`src/rtl/vga_timing_pkg.sv`:
```
// Shared VGA 640x480 timing constants and strobe bundle
// for the scan generator and its consumers.
package vga_timing_pkg;

  localparam int H_ACTIVE_D = 640;
  localparam int H_FP_D     = 16;
  localparam int H_SYNC_D   = 96;
  localparam int H_BP_D     = 48;
  localparam int V_ACTIVE_D = 480;
  localparam int V_FP_D     = 10;
  localparam int V_SYNC_D   = 2;
  localparam int V_BP_D     = 33;

  localparam int H_TOTAL =
    H_ACTIVE_D + H_FP_D + H_SYNC_D + H_BP_D;
  localparam int V_TOTAL =
    V_ACTIVE_D + V_FP_D + V_SYNC_D + V_BP_D;

  localparam logic SYNC_ACT = 1'b0;

  localparam int CW = 10;
  typedef logic [CW-1:0] coord_t;

  typedef struct packed {
    logic hs;
    logic vs;
    logic act;
  } strobe_t;

  localparam strobe_t STROBE_IDLE = '{
    hs:  ~SYNC_ACT,
    vs:  ~SYNC_ACT,
    act: 1'b0
  };

  function automatic logic in_win(
    input coord_t c,
    input int     lo,
    input int     n
  );
    return (c >= coord_t'(lo)) &&
           (c <  coord_t'(lo + n));
  endfunction

endpackage

```
`src/rtl/vga_scan_gen_if.sv`:
```
// Scan-generator output bundle toward color_mapper,
// plus the pixel clock enable that paces it.
interface vga_scan_gen_if;
  import vga_timing_pkg::*;

  logic   pix_ce;
  coord_t DrawX;
  coord_t DrawY;
  logic   VGA_HS;
  logic   VGA_VS;
  logic   VGA_BLANK_N;
  logic   VGA_SYNC_N;
  logic   line_start;
  logic   frame_start;

  modport master (
    input  pix_ce,
    output DrawX,
    output DrawY,
    output VGA_HS,
    output VGA_VS,
    output VGA_BLANK_N,
    output VGA_SYNC_N,
    output line_start,
    output frame_start
  );

  modport slave (
    output pix_ce,
    input  DrawX,
    input  DrawY,
    input  VGA_HS,
    input  VGA_VS,
    input  VGA_BLANK_N,
    input  VGA_SYNC_N,
    input  line_start,
    input  frame_start
  );

endinterface

```
`src/rtl/sync_delay_line.sv`:
```
// Enable-gated shift register of configurable depth;
// depth 0 is a plain wire.
module sync_delay_line #(
  parameter int W     = 3,
  parameter int DEPTH = 2
) (
  input  logic         Clk,
  input  logic         Reset,
  input  logic         en,
  input  logic [W-1:0] rst_val,
  input  logic [W-1:0] d,
  output logic [W-1:0] q
);

  if (DEPTH == 0) begin : g_wire
    logic unused;
    assign unused = ^{Clk, Reset, en, rst_val};
    assign q = d;
  end else begin : g_pipe
    logic [W-1:0] stg [DEPTH];

    always_ff @(posedge Clk) begin
      if (Reset) begin
        for (int i = 0; i < DEPTH; i++)
          stg[i] <= rst_val;
      end else if (en) begin
        stg[0] <= d;
        for (int i = 1; i < DEPTH; i++)
          stg[i] <= stg[i-1];
      end
    end

    assign q = stg[DEPTH-1];
  end

endmodule

```
`src/rtl/vga_scan_gen.sv`:
```
// Pixel-scan counters, sync/blank decode and the
// strobe delay that aligns them with color_mapper RGB.
module vga_scan_gen
  import vga_timing_pkg::*;
#(
  parameter int H_ACTIVE   = H_ACTIVE_D,
  parameter int H_FP       = H_FP_D,
  parameter int H_SYNC     = H_SYNC_D,
  parameter int H_BP       = H_BP_D,
  parameter int V_ACTIVE   = V_ACTIVE_D,
  parameter int V_FP       = V_FP_D,
  parameter int V_SYNC     = V_SYNC_D,
  parameter int V_BP       = V_BP_D,
  parameter int PIPE_DELAY = 2
) (
  input  logic          Clk,
  input  logic          Reset,
  vga_scan_gen_if.master vga
);

  localparam coord_t H_LAST =
    coord_t'(H_ACTIVE + H_FP + H_SYNC + H_BP - 1);
  localparam coord_t V_LAST =
    coord_t'(V_ACTIVE + V_FP + V_SYNC + V_BP - 1);

  coord_t  hc;
  coord_t  vc;
  logic    h_wrap;
  logic    v_wrap;
  logic    line_q;
  logic    frame_q;
  strobe_t raw;
  strobe_t dly;

  assign h_wrap = (hc == H_LAST);
  assign v_wrap = h_wrap && (vc == V_LAST);

  always_ff @(posedge Clk) begin
    if (Reset) begin
      hc <= '0;
      vc <= '0;
    end else if (vga.pix_ce) begin
      if (h_wrap) begin
        hc <= '0;
        vc <= v_wrap ? '0 : vc + coord_t'(1);
      end else begin
        hc <= hc + coord_t'(1);
      end
    end
  end

  // Pulses mark the cycle in which the counters show the wrap.
  always_ff @(posedge Clk) begin
    if (Reset) begin
      line_q  <= 1'b0;
      frame_q <= 1'b0;
    end else begin
      line_q  <= vga.pix_ce && h_wrap;
      frame_q <= vga.pix_ce && v_wrap;
    end
  end

  always_comb begin
    raw     = STROBE_IDLE;
    raw.hs  = in_win(hc, H_ACTIVE + H_FP, H_SYNC) ?
              SYNC_ACT : ~SYNC_ACT;
    raw.vs  = in_win(vc, V_ACTIVE + V_FP, V_SYNC) ?
              SYNC_ACT : ~SYNC_ACT;
    raw.act = (hc < coord_t'(H_ACTIVE)) &&
              (vc < coord_t'(V_ACTIVE));
  end

  sync_delay_line #(
    .W     ($bits(strobe_t)),
    .DEPTH (PIPE_DELAY)
  ) u_dly (
    .Clk     (Clk),
    .Reset   (Reset),
    .en      (vga.pix_ce),
    .rst_val (STROBE_IDLE),
    .d       (raw),
    .q       (dly)
  );

  assign vga.DrawX       = hc;
  assign vga.DrawY       = vc;
  assign vga.VGA_HS      = dly.hs;
  assign vga.VGA_VS      = dly.vs;
  assign vga.VGA_BLANK_N = dly.act;
  assign vga.VGA_SYNC_N  = 1'b0;
  assign vga.line_start  = line_q;
  assign vga.frame_start = frame_q;

endmodule
```
`src/flat_wrapper.sv`:
```
// flat-port wrapper written by rule: the top's interface ports become plain ports
module vga_scan_gen_flat import vga_timing_pkg::*;
#(
  parameter int H_ACTIVE   = H_ACTIVE_D,
  parameter int H_FP       = H_FP_D,
  parameter int H_SYNC     = H_SYNC_D,
  parameter int H_BP       = H_BP_D,
  parameter int V_ACTIVE   = V_ACTIVE_D,
  parameter int V_FP       = V_FP_D,
  parameter int V_SYNC     = V_SYNC_D,
  parameter int V_BP       = V_BP_D,
  parameter int PIPE_DELAY = 2
)
  (Clk, Reset, vga_pix_ce, vga_DrawX, vga_DrawY, vga_VGA_HS, vga_VGA_VS, vga_VGA_BLANK_N, vga_VGA_SYNC_N, vga_line_start, vga_frame_start);
  vga_scan_gen_if vga_i ();
  input  logic Clk;
  input  logic Reset;
  input wire logic [$bits(vga_i.pix_ce)-1:0] vga_pix_ce;
  output wire logic [$bits(vga_i.DrawX)-1:0] vga_DrawX;
  output wire logic [$bits(vga_i.DrawY)-1:0] vga_DrawY;
  output wire logic [$bits(vga_i.VGA_HS)-1:0] vga_VGA_HS;
  output wire logic [$bits(vga_i.VGA_VS)-1:0] vga_VGA_VS;
  output wire logic [$bits(vga_i.VGA_BLANK_N)-1:0] vga_VGA_BLANK_N;
  output wire logic [$bits(vga_i.VGA_SYNC_N)-1:0] vga_VGA_SYNC_N;
  output wire logic [$bits(vga_i.line_start)-1:0] vga_line_start;
  output wire logic [$bits(vga_i.frame_start)-1:0] vga_frame_start;
  assign vga_i.pix_ce = vga_pix_ce;
  assign vga_DrawX = vga_i.DrawX;
  assign vga_DrawY = vga_i.DrawY;
  assign vga_VGA_HS = vga_i.VGA_HS;
  assign vga_VGA_VS = vga_i.VGA_VS;
  assign vga_VGA_BLANK_N = vga_i.VGA_BLANK_N;
  assign vga_VGA_SYNC_N = vga_i.VGA_SYNC_N;
  assign vga_line_start = vga_i.line_start;
  assign vga_frame_start = vga_i.frame_start;
  vga_scan_gen #(.H_ACTIVE(H_ACTIVE), .H_FP(H_FP), .H_SYNC(H_SYNC), .H_BP(H_BP), .V_ACTIVE(V_ACTIVE), .V_FP(V_FP), .V_SYNC(V_SYNC), .V_BP(V_BP), .PIPE_DELAY(PIPE_DELAY)) u_core (.Clk(Clk), .Reset(Reset), .vga(vga_i));
endmodule
```
`config.mk`:
```
export PLATFORM = sky130hd
export DESIGN_NAME = vga_scan_gen_flat
export DESIGN_NICKNAME = d
export VERILOG_FILES = /design/src/rtl/vga_timing_pkg.sv /design/src/rtl/vga_scan_gen_if.sv /design/src/rtl/sync_delay_line.sv /design/src/rtl/vga_scan_gen.sv /design/src/flat_wrapper.sv
export SDC_FILE = /design/constraint.sdc
export NUM_CORES = 1
export LEC_CHECK = 0
export CAP_MARGIN = 20
export CORE_MARGIN = 4
export CORE_UTILIZATION = 48
export DETAILED_ROUTE_END_ITERATION = 8
export GPL_ROUTABILITY_DRIVEN = 0
export PLACE_DENSITY = 0.79
export RECOVER_POWER = 100
export SYNTH_ARGS = -nofsm -noshare
export SYNTH_HDL_FRONTEND = slang
export SYNTH_SLANG_ARGS = --single-unit
export TNS_END_PERCENT = 5
```
`constraint.sdc`:
```
create_clock -name Clk -period 5.3 [get_ports Clk]
set_clock_uncertainty 0.2 [all_clocks]
set_input_delay 0.53 -clock Clk [delete_from_list [all_inputs] [get_ports Clk]]
set_output_delay 0.53 -clock Clk [all_outputs]
set_load 0.01 [all_outputs]
```
Word-level counts from Yosys, hierarchy flattened
Memories as Yosys holds them, arrays and structs flattened.
Cells that the tools add are included.
Word-level totals
  register bits: 22
  bits in writable memories: 6
  logic and storage cells: 35
  memories: 1
Cells by class
  add/sub/neg operators: 2
  order comparisons: 6
  eq/ne operators: 2
  muxes and demuxes: 11
  bitwise logic cells: 2
  reduce and logical (&&, ||, !) cells: 7
Memory list
  u_core.u_dly.g_pipe.stg: words 2, bits a word 3, rd ports 2, clocked after Yosys merged registers in 0, write ports 2, line sync_delay_line.sv:20  | logic [W-1:0] stg [DEPTH];
Operators with widths (number)
  $add A10 B1 Y10 const B: 2
  $eq A10 B10 Y1 const B: 2
  $lt A10 B10 Y1 const B: 2
  $lt A10 B9 Y1 const B: 2
  $mux W10: 2
  $ge A10 B10 Y1 const B: 1
  $ge A10 B9 Y1 const B: 1
  $mux W1: 7
  $logic_and A1 B1 Y1: 6
  $mux W3: 2
  $or A1 B1 Y1: 2
  $reduce_and A2 Y1: 1

Longest topological paths before layout
  depth in word-level cells: 4
  gate-level depth with buffers: 6

Cells and area by module
Synthesis repeated with hierarchy kept, for this count alone.
Unflattened totals
  cells, all modules: 149
  area total of the unflattened synthesis: 1430.1 µm²
By module, submodules not included
  vga_scan_gen: instances 1, cells an instance 131, area an instance 1126.1 µm², seq. area each 440.4 µm²
  sync_delay_line: instances 1, cells an instance 18, area an instance 304.0 µm², seq. area each 180.2 µm²

Worst setup path after synthesis
Ideal clock, no wire load.
  path kind: reg2reg
  start point: register u_core.hc[1] (netlist: u_core.vga.DrawX[1])
  end point: register u_core.vc[6] (netlist: u_core.vga.DrawY[6])
  arrival time: 1.592 ns
  data required time: 5.029 ns
  slack: 3.437 ns
  cell stages (with the launch flop): 7
  buffers on the path: 1
  path through: dfxtp_1 ha_1 and4_1 buf_6 nand4_4 or4_1 a21oi_1
On the way
  longest elaborated chain between the ends: 3
  elaborated cells on any way between the ends: 4
RTL lines
  start: declaration: line vga_scan_gen.sv:26  | coord_t hc;
  start signal: assignment: line vga_scan_gen.sv:47  | hc <= hc + coord_t'(1);
  $eq A10 B10 Y1 *: line vga_scan_gen.sv:35  | assign h_wrap = (hc == H_LAST);
  $logic_and A1 B1 Y1: line vga_scan_gen.sv:36  | assign v_wrap = h_wrap && (vc == V_LAST);
  $mux W10: line vga_scan_gen.sv:45  | vc <= v_wrap ? '0 : vc + coord_t'(1);
  end signal: assignment: line vga_scan_gen.sv:45
  end: declaration: line vga_scan_gen.sv:27  | coord_t vc;
Every way passes the cells marked *; elsewhere a longest branch is shown, timed or not.
A chain may end at the register's enable or synchronous reset.

==> flow_metrics.tcl <==
set metrics [dict create \
    vias_per_cell 5.70 \
    critPathArrivalTime_ps 2380 \
    grt_max_degree 16 \
    vias 1129 \
    slew_headroom 0.351 \
    cts_tree "built" \
    num_rows 18 \
    start_kind "input port" \
    slowest_delay_ps 740 \
    start_util 0.522 \
    synth_common_cells "dfxtp_1, nand3_1, nor2_1" \
    area_delta_synth_final_pct 20.9 \
    root_buffer "clkbuf_4" \
    grt_pass1_vias 1083 \
    n_antenna_cell 0 \
    peakVddDrop_v 0.000163 \
    setup_tns_ps 0 \
    syn_area_per_cell_um2 9.58 \
    multi_input_area_um2 653 \
    crit_path_frequent_cell "nor2b_1" \
    drc_errors 0 \
    h-tree-depth 1 \
    synthTopCellsByArea "dfxtp_1, edfxtp_1, ha_1" \
    synth_nets 149 \
    p_per_area_mw_per_mm2 202 \
    cap_violations 0 \
    p_total_mw 0.329 \
    reg2reg_to "u_core.vga.DrawY[8]$_SDFFE_PP0P_" \
    cp-end-kind "register" \
    fin_crit_ps 2490 \
    clock-sinks 28 \
    clkTransAtPathRegs_ps 150 \
    nets 177 \
    layout-drive-gt1-share 0.0357 \
    whs_endpoint "u_core.u_dly.g_pipe.stg[0][4]$_SDFFCE_PN1P_" \
    syn_area_mm2 0.00135 \
    ys_dominant_reg_cell "dfxtp_1" \
    post_cts_buffers 0 \
    ys_types 37 \
    crit_fanout 15 \
    hold_class "register to register" \
    ant_nets 0 \
    timing.final.crit_share 0.469 \
    die_h_um 61.1 \
    wl_per_cell_um 14.7 \
    dp_hpwl_um 2140 \
    ff2ff_setup_slack_ps 3050 \
    holdBufCountCts 0 \
    setup_viol 0 \
    async_flop_share 0 \
    numCtsBuffers 3 \
    min_delay_path_depth 1 \
    die-area_mm2 0.00373 \
    first_iter_violations 54 \
    synth_edf_count 6 \
    critPathTopFamily "simple AND/OR/NAND/NOR gates" \
    slew_viol_final 0 \
    synth_most_common_cell "dfxtp_1" \
    synthCells 141 \
    core_area_mm2 0.00259 \
    seq_area_frac_synth 0.459 \
    clk_path_buf_depth 2 \
    totalWireLength_um 2910 \
    worstRegToRegCells 5 \
    r2r-start "u_core.vga.DrawX[1]$_SDFFE_PP0P_" \
    cp_num_buf_inv 1 \
    fp.dieW_um 61.1 \
    final_hold_viol_count 0 \
    cp_cell_sequence "dlygate4sd3_1 > nor2b_1 > nor2b_1 > o2111ai_1 > or3_1" \
    grt_pass1_wl_um 5000 \
    gr-total-overflow 0 \
    post-place-ws_ps 2490 \
    fin_ws_ps 2810 \
    grt_usage 0.177 \
    clk_latency_ps 330 \
    fillers 203 \
    postCtsResizedCells 0 \
    synth_top_area_frac 0.326 \
    status "complete, no violations" \
    critPathSlowestCell "dlygate4sd3_1" \
    crit_type "input port to register" \
    port_buffers 27 \
    p_leak_nw 0.612 \
    min_from "u_core.u_dly.g_pipe.stg[0][1]$_SDFFCE_PN1P_" \
    antenna_found_initial 0 \
    ys_warn_count 0 \
    drt_pass1_iterations 4 \
    yosysTopAreaCell "dfxtp_1" \
    required_ps 5200 \
    max_freq_ghz 0.402 \
    ios 29 \
    synth_seq_cells 28 \
    grt_setup_unrepaired "no" \
    tightestPinTransition_ps 966 \
    register_area_um2 621 \
]
[how the worst max path moves through the flow]
stage | endpoint | slack (ps) | startpoint | cells past startpoint
final | u_core.u_dly.g_pipe.stg[0][1]$_SDFFCE_PN1P_ | 2810 | Reset | 5
after global routing | u_core.u_dly.g_pipe.stg[0][1]$_SDFFCE_PN1P_ | 2700 | Reset | 5
after CTS | u_core.u_dly.g_pipe.stg[0][1]$_SDFFCE_PN1P_ | 2840 | Reset | 5
after detailed placement | u_core.u_dly.g_pipe.stg[0][1]$_SDFFCE_PN1P_ | 2490 | Reset | 5
after global placement | u_core.u_dly.g_pipe.stg[0][1]$_SDFFCE_PN1P_ | 2580 | Reset | 5
after floorplan | u_core.vga.DrawY[6]$_SDFFE_PP0P_ | 3440 | u_core.vga.DrawX[1]$_SDFFE_PP0P_ | 6
[metal layers]
metal  track usage  share of wire  vias up
met2         0.292           0.48       40
li1              -              -      558
met1         0.234           0.45      527
met4        0.0372         0.0093        0
met3        0.0461          0.060        4
met5             0              0        -
[state kept, by name, indices dropped and copies added (netlist names)]
| name | flops |
|---|---|
| u_core.vga.frame_start | 1 |
| u_core.u_dly.g_pipe.stg | 6 |
| u_core.vga.DrawY | 10 |
| u_core.vga.line_start | 1 |
| u_core.vga.DrawX | 10 |
[cell families after synthesis]
| kind of cell | share of synthesized area |
|---|---|
| simple gates | 0.303 |
| fa+ha+maj | 0.0463 |
| buf+inv | 0.0398 |
| other cells | 0.00278 |
| flops | 0.459 |
| xor+xnor | 0.0713 |
| compound gates | 0.0778 |
[final cells by class]
type | instances | share of cell area
clock buffers | 3 | 0.0138
well taps | 30 | 0.0230
multi-input cells | 102 | 0.400
inverters | 7 | 0.0161
flip-flops and latches | 28 | 0.380
clock inverters | 1 | 0.00230
repair buffers | 27 | 0.165
[metrics by stage]
stage / cell area, µm² / util / hold WS, ps / std cells
floorplan: 1350 / - / 277 / 141
global placement: 1630 / 0.630 / 282 / 194
detailed placement: 1630 / 0.630 / 289 / 194
CTS: 1660 / 0.640 / 324 / 198
global route: 1630 / 0.631 / 358 / 198
finish: 1630 / 0.631 / 325 / 198
[cells in the final DEF, fill, tap and decap left out, types with 2 or more instances in the layout]
master / n
dlygate4sd3_1: 27
dfxtp_1: 22
nand3_1: 12
nor2_1: 10
inv_1: 7
a21oi_1: 7
nor3_1: 7
xor2_1: 7
nand4_1: 6
or3_1: 6
nand2_1: 6
edfxtp_1: 6
o21ai_0: 5
ha_1: 5
and3_1: 4
xnor2_1: 4
or4_1: 3
and4_1: 3
clkbuf_4: 3
nor2b_1: 2
nand2b_1: 2
o31ai_1: 2
[where the power goes]
group / switching, mW / internal, mW
sequential: 0.00198 / 0.222
combinational: 0.00934 / 0.00681
clock: 0.0619 / 0.0277
(Power assumes the default switching activity.)
